==> src/rtl/fpu_cpu_port.sv <==
// Byte-wide CPU register port that loads FPU operands, launches one operation and latches its result.
// Latency: CMD write in cycle N gives fpu_start in N+1; result is latched the cycle after fpu_end is seen; reads return data one cycle later.
// Backpressure: bus writes to operands/CMD are dropped while busy; a CMD is deferred while a stale fpu_end is drained.
module fpu_cpu_port #(
    parameter int TIMEOUT_CYC = 4096,
    parameter int TO_W        = 13
) (
    input  logic        clk,
    input  logic        arst,
    input  logic        cs,
    input  logic        wr,
    input  logic        rd,
    input  logic [3:0]  addr,
    input  logic [7:0]  data_in,
    output logic [7:0]  data_out,
    output logic        irq,
    output logic [31:0] fpu_a,
    output logic [31:0] fpu_b,
    output logic [3:0]  fpu_op,
    output logic        fpu_start,
    input  logic        fpu_end,
    input  logic [31:0] fpu_result,
    output logic        fpu_ack
);

    typedef enum logic [2:0] {
        S_IDLE,
        S_START,
        S_WAIT,
        S_CAPTURE,
        S_ACK
    } state_t;

    // The wait counter starts at 0 in the first WAIT cycle and expires when its
    // increment would reach TIMEOUT_CYC-1, so START plus WAIT spans TIMEOUT_CYC cycles.
    localparam logic [TO_W-1:0] TO_LAST = TO_W'(TIMEOUT_CYC - 2);

    state_t          state;
    logic [TO_W-1:0] to_cnt;
    logic [31:0]     result;
    logic            busy;
    logic            done;
    logic            bad_op;
    logic            timeout;
    logic            irq_en;
    logic            pend;
    logic            wr_acc;
    logic            rd_acc;
    logic            cmd_wr;
    logic [7:0]      rd_mux;
    logic [7:0]      status;

    // A write in the same cycle as a read takes priority; the read is ignored.
    assign wr_acc = cs & wr;
    assign rd_acc = cs & rd & ~wr;
    assign cmd_wr = wr_acc && (addr == 4'h8);
    assign status = {4'b0000, timeout, bad_op, done, busy};
    assign irq    = done & irq_en;

    // Read data selection by register address; write-only and unmapped slots return zero.
    always_comb begin
        rd_mux = 8'h00;
        case (addr)
            4'h0: rd_mux = fpu_a[7:0];
            4'h1: rd_mux = fpu_a[15:8];
            4'h2: rd_mux = fpu_a[23:16];
            4'h3: rd_mux = fpu_a[31:24];
            4'h4: rd_mux = fpu_b[7:0];
            4'h5: rd_mux = fpu_b[15:8];
            4'h6: rd_mux = fpu_b[23:16];
            4'h7: rd_mux = fpu_b[31:24];
            4'h9: rd_mux = status;
            4'hC: rd_mux = result[7:0];
            4'hD: rd_mux = result[15:8];
            4'hE: rd_mux = result[23:16];
            4'hF: rd_mux = result[31:24];
            default: rd_mux = 8'h00;
        endcase
    end

    // Registered read data, updated only by an accepted read.
    always_ff @(posedge clk or negedge arst) begin
        if (!arst) begin
            data_out <= 8'h00;
        end else if (rd_acc) begin
            data_out <= rd_mux;
        end
    end

    // Operand byte writes; blocked while busy so the FPU sees stable operands.
    always_ff @(posedge clk or negedge arst) begin
        if (!arst) begin
            fpu_a <= 32'h0;
            fpu_b <= 32'h0;
        end else if (wr_acc && !busy) begin
            case (addr)
                4'h0: fpu_a[7:0]   <= data_in;
                4'h1: fpu_a[15:8]  <= data_in;
                4'h2: fpu_a[23:16] <= data_in;
                4'h3: fpu_a[31:24] <= data_in;
                4'h4: fpu_b[7:0]   <= data_in;
                4'h5: fpu_b[15:8]  <= data_in;
                4'h6: fpu_b[23:16] <= data_in;
                4'h7: fpu_b[31:24] <= data_in;
                default: ;
            endcase
        end
    end

    // Command sequencer: launch, wait with timeout, capture, ack handshake, status bits.
    always_ff @(posedge clk or negedge arst) begin
        if (!arst) begin
            state     <= S_IDLE;
            to_cnt    <= '0;
            result    <= 32'h0;
            busy      <= 1'b0;
            done      <= 1'b0;
            bad_op    <= 1'b0;
            timeout   <= 1'b0;
            irq_en    <= 1'b0;
            pend      <= 1'b0;
            fpu_op    <= 4'h0;
            fpu_start <= 1'b0;
            fpu_ack   <= 1'b0;
        end else begin
            fpu_start <= 1'b0;
            if (rd_acc && (addr == 4'hF)) begin
                done <= 1'b0;
            end
            case (state)
                S_IDLE: begin
                    // A leftover fpu_end (late result or pre-reset op) is acked and discarded.
                    fpu_ack <= fpu_end;
                    if (pend) begin
                        if (!fpu_end) begin
                            pend      <= 1'b0;
                            fpu_start <= 1'b1;
                            state     <= S_START;
                        end
                    end else if (cmd_wr && !busy) begin
                        if (data_in[3:0] > 4'hC) begin
                            bad_op <= 1'b1;
                            done   <= 1'b0;
                        end else begin
                            fpu_op  <= data_in[3:0];
                            irq_en  <= data_in[7];
                            busy    <= 1'b1;
                            done    <= 1'b0;
                            timeout <= 1'b0;
                            bad_op  <= 1'b0;
                            if (fpu_end) begin
                                pend <= 1'b1;
                            end else begin
                                fpu_start <= 1'b1;
                                state     <= S_START;
                            end
                        end
                    end
                end
                S_START: begin
                    to_cnt <= '0;
                    state  <= S_WAIT;
                end
                S_WAIT: begin
                    if (fpu_end) begin
                        state <= S_CAPTURE;
                    end else if (to_cnt == TO_LAST) begin
                        timeout <= 1'b1;
                        busy    <= 1'b0;
                        done    <= 1'b0;
                        state   <= S_IDLE;
                    end else begin
                        to_cnt <= to_cnt + 1'b1;
                    end
                end
                S_CAPTURE: begin
                    result  <= fpu_result;
                    fpu_ack <= 1'b1;
                    state   <= S_ACK;
                end
                S_ACK: begin
                    if (!fpu_end) begin
                        fpu_ack <= 1'b0;
                        busy    <= 1'b0;
                        done    <= 1'b1;
                        state   <= S_IDLE;
                    end
                end
                default: state <= S_IDLE;
            endcase
        end
    end

endmodule

==> config.mk <==
export PLATFORM = sky130hd
export DESIGN_NAME = fpu_cpu_port
export DESIGN_NICKNAME = d
export VERILOG_FILES = /design/src/rtl/fpu_cpu_port.sv
export SDC_FILE = /design/constraint.sdc
export NUM_CORES = 1
export LEC_CHECK = 0
export BUFFER_PORTS_ARGS = -buffer_cell sky130_fd_sc_hd__buf_2
export CAP_MARGIN = 10
export CORE_MARGIN = 10
export CORE_UTILIZATION = 40
export CTS_CLUSTER_SIZE = 8
export DETAILED_ROUTE_END_ITERATION = 10
export PLACE_DENSITY = 0.62
export SYNTH_ARGS = -nofsm -noshare
export SYNTH_HDL_FRONTEND = slang
export SYNTH_SLANG_ARGS = --single-unit
==> constraint.sdc <==
create_clock -name clk -period 5.35 [get_ports clk]
set_clock_uncertainty 0.15 [all_clocks]
set_input_delay 0.535 -clock clk [delete_from_list [all_inputs] [get_ports clk]]
set_output_delay 0.535 -clock clk [all_outputs]
set_load 0.05 [all_outputs]
Yosys cells after proc, flatten, opt, wreduce, memory -nomap -nowiden. Cells that the tools add are included.

Flip-flop bits (word level): 132. Output and inout bits: 79. Word-level logic and storage cells: 127.

Add/sub/neg operators: 1. Order comparisons: 1. Equal/unequal tests: 28. Muxes and demuxes: 43. Bitwise gates (word level): 7. Reduce and logical (&&, ||, !) cells: 26.

Operators by type and width (number): 8-bit case mux with 13 select lines (1); 1-bit two-way mux (27); 13-bit two-way mux (2); 13-bit case mux with 2 select lines (1); 4-bit equality test (second input constant) (6); 3-bit two-way mux (7); 2-bit AND reduction (9); 4-bit by 3-bit equality test with 1-bit output (second input constant) (4); 3-bit case mux with 5 select lines (1); 2-bit inequality test (second input constant) (7); 13-bit by 1-bit adder with 13-bit output (second input constant) (1); 13-bit by 12-bit equality test with 1-bit output (second input constant) (1); 3-bit inequality test (second input constant) (3); 1-bit case mux with 3 select lines (3); 4-bit by 2-bit equality test with 1-bit output (second input constant) (2); 4-bit AND reduction (2); 7-bit AND reduction (1); 3-bit by 2-bit equality test with 1-bit output (second input constant) (2); 3-bit AND reduction (2); 6-bit AND reduction (1); 3-bit nonzero test (2); 1-bit AND (4); 4-bit by 1-bit equality test with 1-bit output (second input constant) (1); 4-bit > comparator (second input constant) (1); 9 further kinds (15).

Logic depth before layout (Yosys ltp).
Word-level depth: 7. Gate-level depth with buffers: 8. Depth with buffers taken out: 7.

Least setup slack after synthesis. OpenSTA, ideal clock, no wires.

Kind: input to register. From: in addr[2]. To: reg data_out[7]. Data arrival time: 1745 ps. Data required time: 5074 ps. Slack: 3329 ps. Cell stages on the path: 6. Path buffers: 2. Cells stage by stage: buf_2 -> buf_2 -> mux4_2 -> a21oi_1 -> o22ai_1 -> a221o_1.

Cells in the longest elaborated chain, start to end: 2. Elaborated cells between the ends (all ways): 14.

RTL lines: start, declared (RTL line 13) `input logic [3:0] addr,`; 4-bit equality test, or another cell as far along (RTL line 63) `case (addr)`; 8-bit case mux with 13 select lines * (RTL line 63); end signal, assigned (RTL line 86) `data_out <= rd_mux;`; end, declared (RTL line 15) `output logic [7:0] data_out,`.

Every way passes the cells marked *; elsewhere a longest branch is shown, timed or not. A chain may end at the register's enable or synchronous reset.

Worst setup path in the final report.
From: in addr[1]. To: reg fpu_a[3].

Cells in the longest elaborated chain, start to end: 2.

RTL lines: 4-bit zero test (RTL line 96) `case (addr)`; 2-bit AND reduction (no line); end signal, assigned (RTL line 97) `4'h0: fpu_a[7:0] <= data_in;`; end, declared (RTL line 17) `output logic [31:0] fpu_a,`.

Every way passes these cells.

==> metrics.md <==
| Metric | Value |
|---|---|
| Core Region | `roughly 16000 um^2` |
| Fin crit share | `0.5079` |
| Internal | `between 2 and 2.5 mW` |
| Post-synth cell types | `between 60 and 70` |
| Clock network power share | `0.313` |
| Multiplexer area fraction after synthesis | `0.2067` |
| Area growth syn-to-layout | `21.36%` |
| CP Max Fanout | `34` |
| Number of synthesized flops with an enable pin | `0` |
| Largest net degree at the start of global routing | `80` |
| Synth area leader | `dfrtp_1` |
| PortBufs | `between 100 and 150` |
| CP Data Required Time | `around 5.5 ns` |
| Fin crit period | `2.717 ns` |
| Clk_lat worst skew | `between 0.4 and 0.5 ns` |
| GRT overflow | `0` |
| All-layer global routing usage | `0.1823` |
| Synth Area in XOR/XNOR | `0.001376` |
| Slew margin rel. | `0.3393` |
| Htree depth | `4` |
| Syn_nets | `585` |
| Final Hold Fails | `0` |
| First-pass GRT wire length | `approximately 30 mm` |
| Max-cap violation count | `0` |
| Die Width | `between 100 and 150 um` |
| Wirelength per Cell | `22.50 um` |
| Post-CTS setup buffer count | `0` |
| Nets | `703` |
| Area share of fa/ha/maj cells after synthesis | `0.003930` |
| Most used flip-flop cell after synthesis | `dfrtp_1` |
| Post-CTS resize count | `0` |
| Static leakage | `about 3.7 nW` |
| Die area | `~21000 um^2` |
| Avg Cell Area, Syn | `11.95 um^2` |
| Final setup fails | `0` |
| Mapped cell area | `between 6000 and 7000 um^2` |
| Net switching power | `1.362 mW` |
| Mapped Cells | `around 530` |
| Clk root buf | `clkbuf_16` |
| Peak VDD IR | `roughly 0.00028 V` |
| CP Launch Point | `addr[1]` |
| Critical Path Sink Type | `register` |
| Final Max Slew Viols | `0` |
| Crit Reg-Reg Startpoint | `busy$_DFFE_PN0P_` |
| Register share of total power | `0.400` |
| Number of remaining DRC errors | `0` |
| Hold buffers post-CTS | `0` |
| Status | `completed` |
| Antenna violations before repair | `1` |
| Combinational share of power | `0.287` |
| CTS tree | `done` |
| Largest family of logic cells by synthesized area | `multiplexers` |
| Clk sinks | `132` |
| Synth async-reset ratio | `1.000` |
| Worst hold path class | `input pin to asynchronous set/reset pin` |
| Initial DRC count | `421` |
| Share of cells above drive strength 1 | `0.4127` |
| Most frequent cells in the layout | `dfrtp_1 (132), buf_2 (127), mux2_2 (90)` |
| Routed vias | `between 5000 and 6000` |
| Clk pin slew, worst setup/hold paths | `about 0.060 ns` |
| Placement row count | `between 40 and 50` |
| Power Density | `between 400 and 500 nW/um^2` |
| Fmax | `approximately 370 MHz` |
| Area share of the largest cell type after synthesis | `0.5188` |
| Syn. warnings | `0` |
| Critical Path AT | `around 2.9 ns` |
| Vias in the first global route | `around 5300` |
| Seq cells post-synth | `132` |
| Total wire length | `approximately 20 mm` |
| Fillers | `between 1000 and 1500` |
| RSZ-0062 raised after global routing | `no` |
| Post-route ant nets | `0` |
| Critical path startpoint category | `input pin` |
| Compound-Gate Fraction of Synth Area | `0.1201` |
| Clock buffer depth | `2` |
| Synth top area cells | `dfrtp_1 (52%), mux2_2 (16%), nand2_1 (2.0%)` |
| CP Class | `input pin to register` |
| Sw frac | `0.3692` |
| Die Ht | `about 150 um` |
| Worst-Margin Slew | `0.9910 ns` |
| Drt first pass iters | `5` |
| Ports | `129` |
| Routability cong. | `roughly 0.9` |
| Vias per inst | `between 5 and 6` |
| Synth Area in Simple Gates | `0.1177` |
| Min Hold Slack | `between 0.1 and 0.15 ns` |
| Final TNS setup | `0 ns` |
| Seq/Total Area, Yosys | `0.5188` |
| Detailed Place HPWL | `between 10 and 15 mm` |
| Commonest non-fill, non-tap cell in the layout | `dfrtp_1` |
| CTS Buf Count | `17` |
| N_diodes | `0` |
| Initial Util | `0.4038` |
synthesized netlist by cell type, types with 4 or more instances:
cell and count:
nor2_1 17, nor2_2 7, a31oi_1 5, a21oi_1 18, and3_1 10, nand3b_1 4, buf_2 16, o211ai_1 7
and2_1 5, nand3_1 16, mux2_1 10, o21ai_1 8, mux2_2 90, clkbuf_1 11, nor3_1 6, a22oi_1 9
o21ai_0 17, nand2_1 34, dfrtp_1 132, mux2i_1 10, a221oi_1 5, nand4_1 4, inv_1 9, o31ai_1 9
path summary, 6_finish.rpt:
check / endpoint / slack (ns) / depth (start not counted)
max: fpu_a[3]$_DFFE_PN0P_ / 2.63 / 4
max in group asynchronous: busy$_DFFE_PN0P_ / 3.65 / 2
max reg2reg: fpu_b[26]$_DFFE_PN0P_ / 3.05 / 4
min in group clk: result[5]$_DFFE_PN0P_ / 0.20 / 2
min reg2reg: data_out[4]$_DFFE_PN0P_ / 0.34 / 2
min: fpu_b[8]$_DFFE_PN0P_ / 0.14 / 1
cell type report:
cell class / count / area [um^2] / share of cell area
Inverter: 10 / 37.54 / 0.004858
Clock buffer: 18 / 439.2 / 0.05683
Tap cell: 216 / 270.3 / 0.03497
Sequential cell: 132 / 3303 / 0.4275
Timing Repair Buffer: 130 / 658.1 / 0.08517
Multi-Input combinational cell: 360 / 2864 / 0.3706
Clock inverter: 14 / 155.1 / 0.02008
worst max-delay path: stages:
cell and delay (ns):
buf_2 0.32, nor2_1 0.84, nand3_1 0.69, mux2_2 0.47
cells by family (layout without fill, tap and decap cells):
kind of cell / count (synthesis) / after routing
AND/OR/NAND/NOR: 131 / 131
buffers and inverters: 41 / 172
flip-flops: 132 / 132
AO/OA/AOI/OAI: 111 / 111
XOR/XNOR: 1 / 1
multiplexers: 115 / 115
adder cells (fa/ha/maj): 2 / 2
power groups by stage:
| stage | logic, mW | clock network [mW] | registers, mW |
|---|---|---|---|
| 6_report | 1.06 | 1.15 | 1.48 |
| 5_1_grt | 1.14 | 1.22 | 1.50 |
| 3_5_place_dp | 1.06 | 0 | 1.49 |
| 3_3_place_gp | 1.04 | 0 | 1.48 |
| 4_1_cts | 1.07 | 1.18 | 1.47 |
| 2_1_floorplan | 0.484 | 0 | 1.74 |
stage by stage:
stage          power [mW]    util  worst slack (ns)  cell area [um^2]  instances
6_report            3.689  0.4900             2.633              7727        880
3_3_place_gp        2.525  0.4523             2.278              7133        848
3_5_place_dp        2.549  0.4523             2.220              7133        848
5_1_grt             3.858  0.4900             2.506              7727        880
2_1_floorplan       2.226       -             3.329              6367        533
4_1_cts             3.716  0.4900             2.658              7727        880
registers in the layout, summed over array words and instances, names as in the netlist, 3 cells and up:
signal	flops
result	32
data_out	8
state	3
fpu_a	32
fpu_b	32
fpu_op	4
to_cnt	13
routing by layer:
layer | up-vias | part of all wire | global-route usage
met5 | - | 0 | 0
met4 | 0 | 0.018 | 0.05455
met3 | 24 | 0.075 | 0.05841
met2 | 221 | 0.46 | 0.2800
met1 | 2555 | 0.45 | 0.2402
li1 | 2239 | - | -
Power figures use the tool's default switching activity.
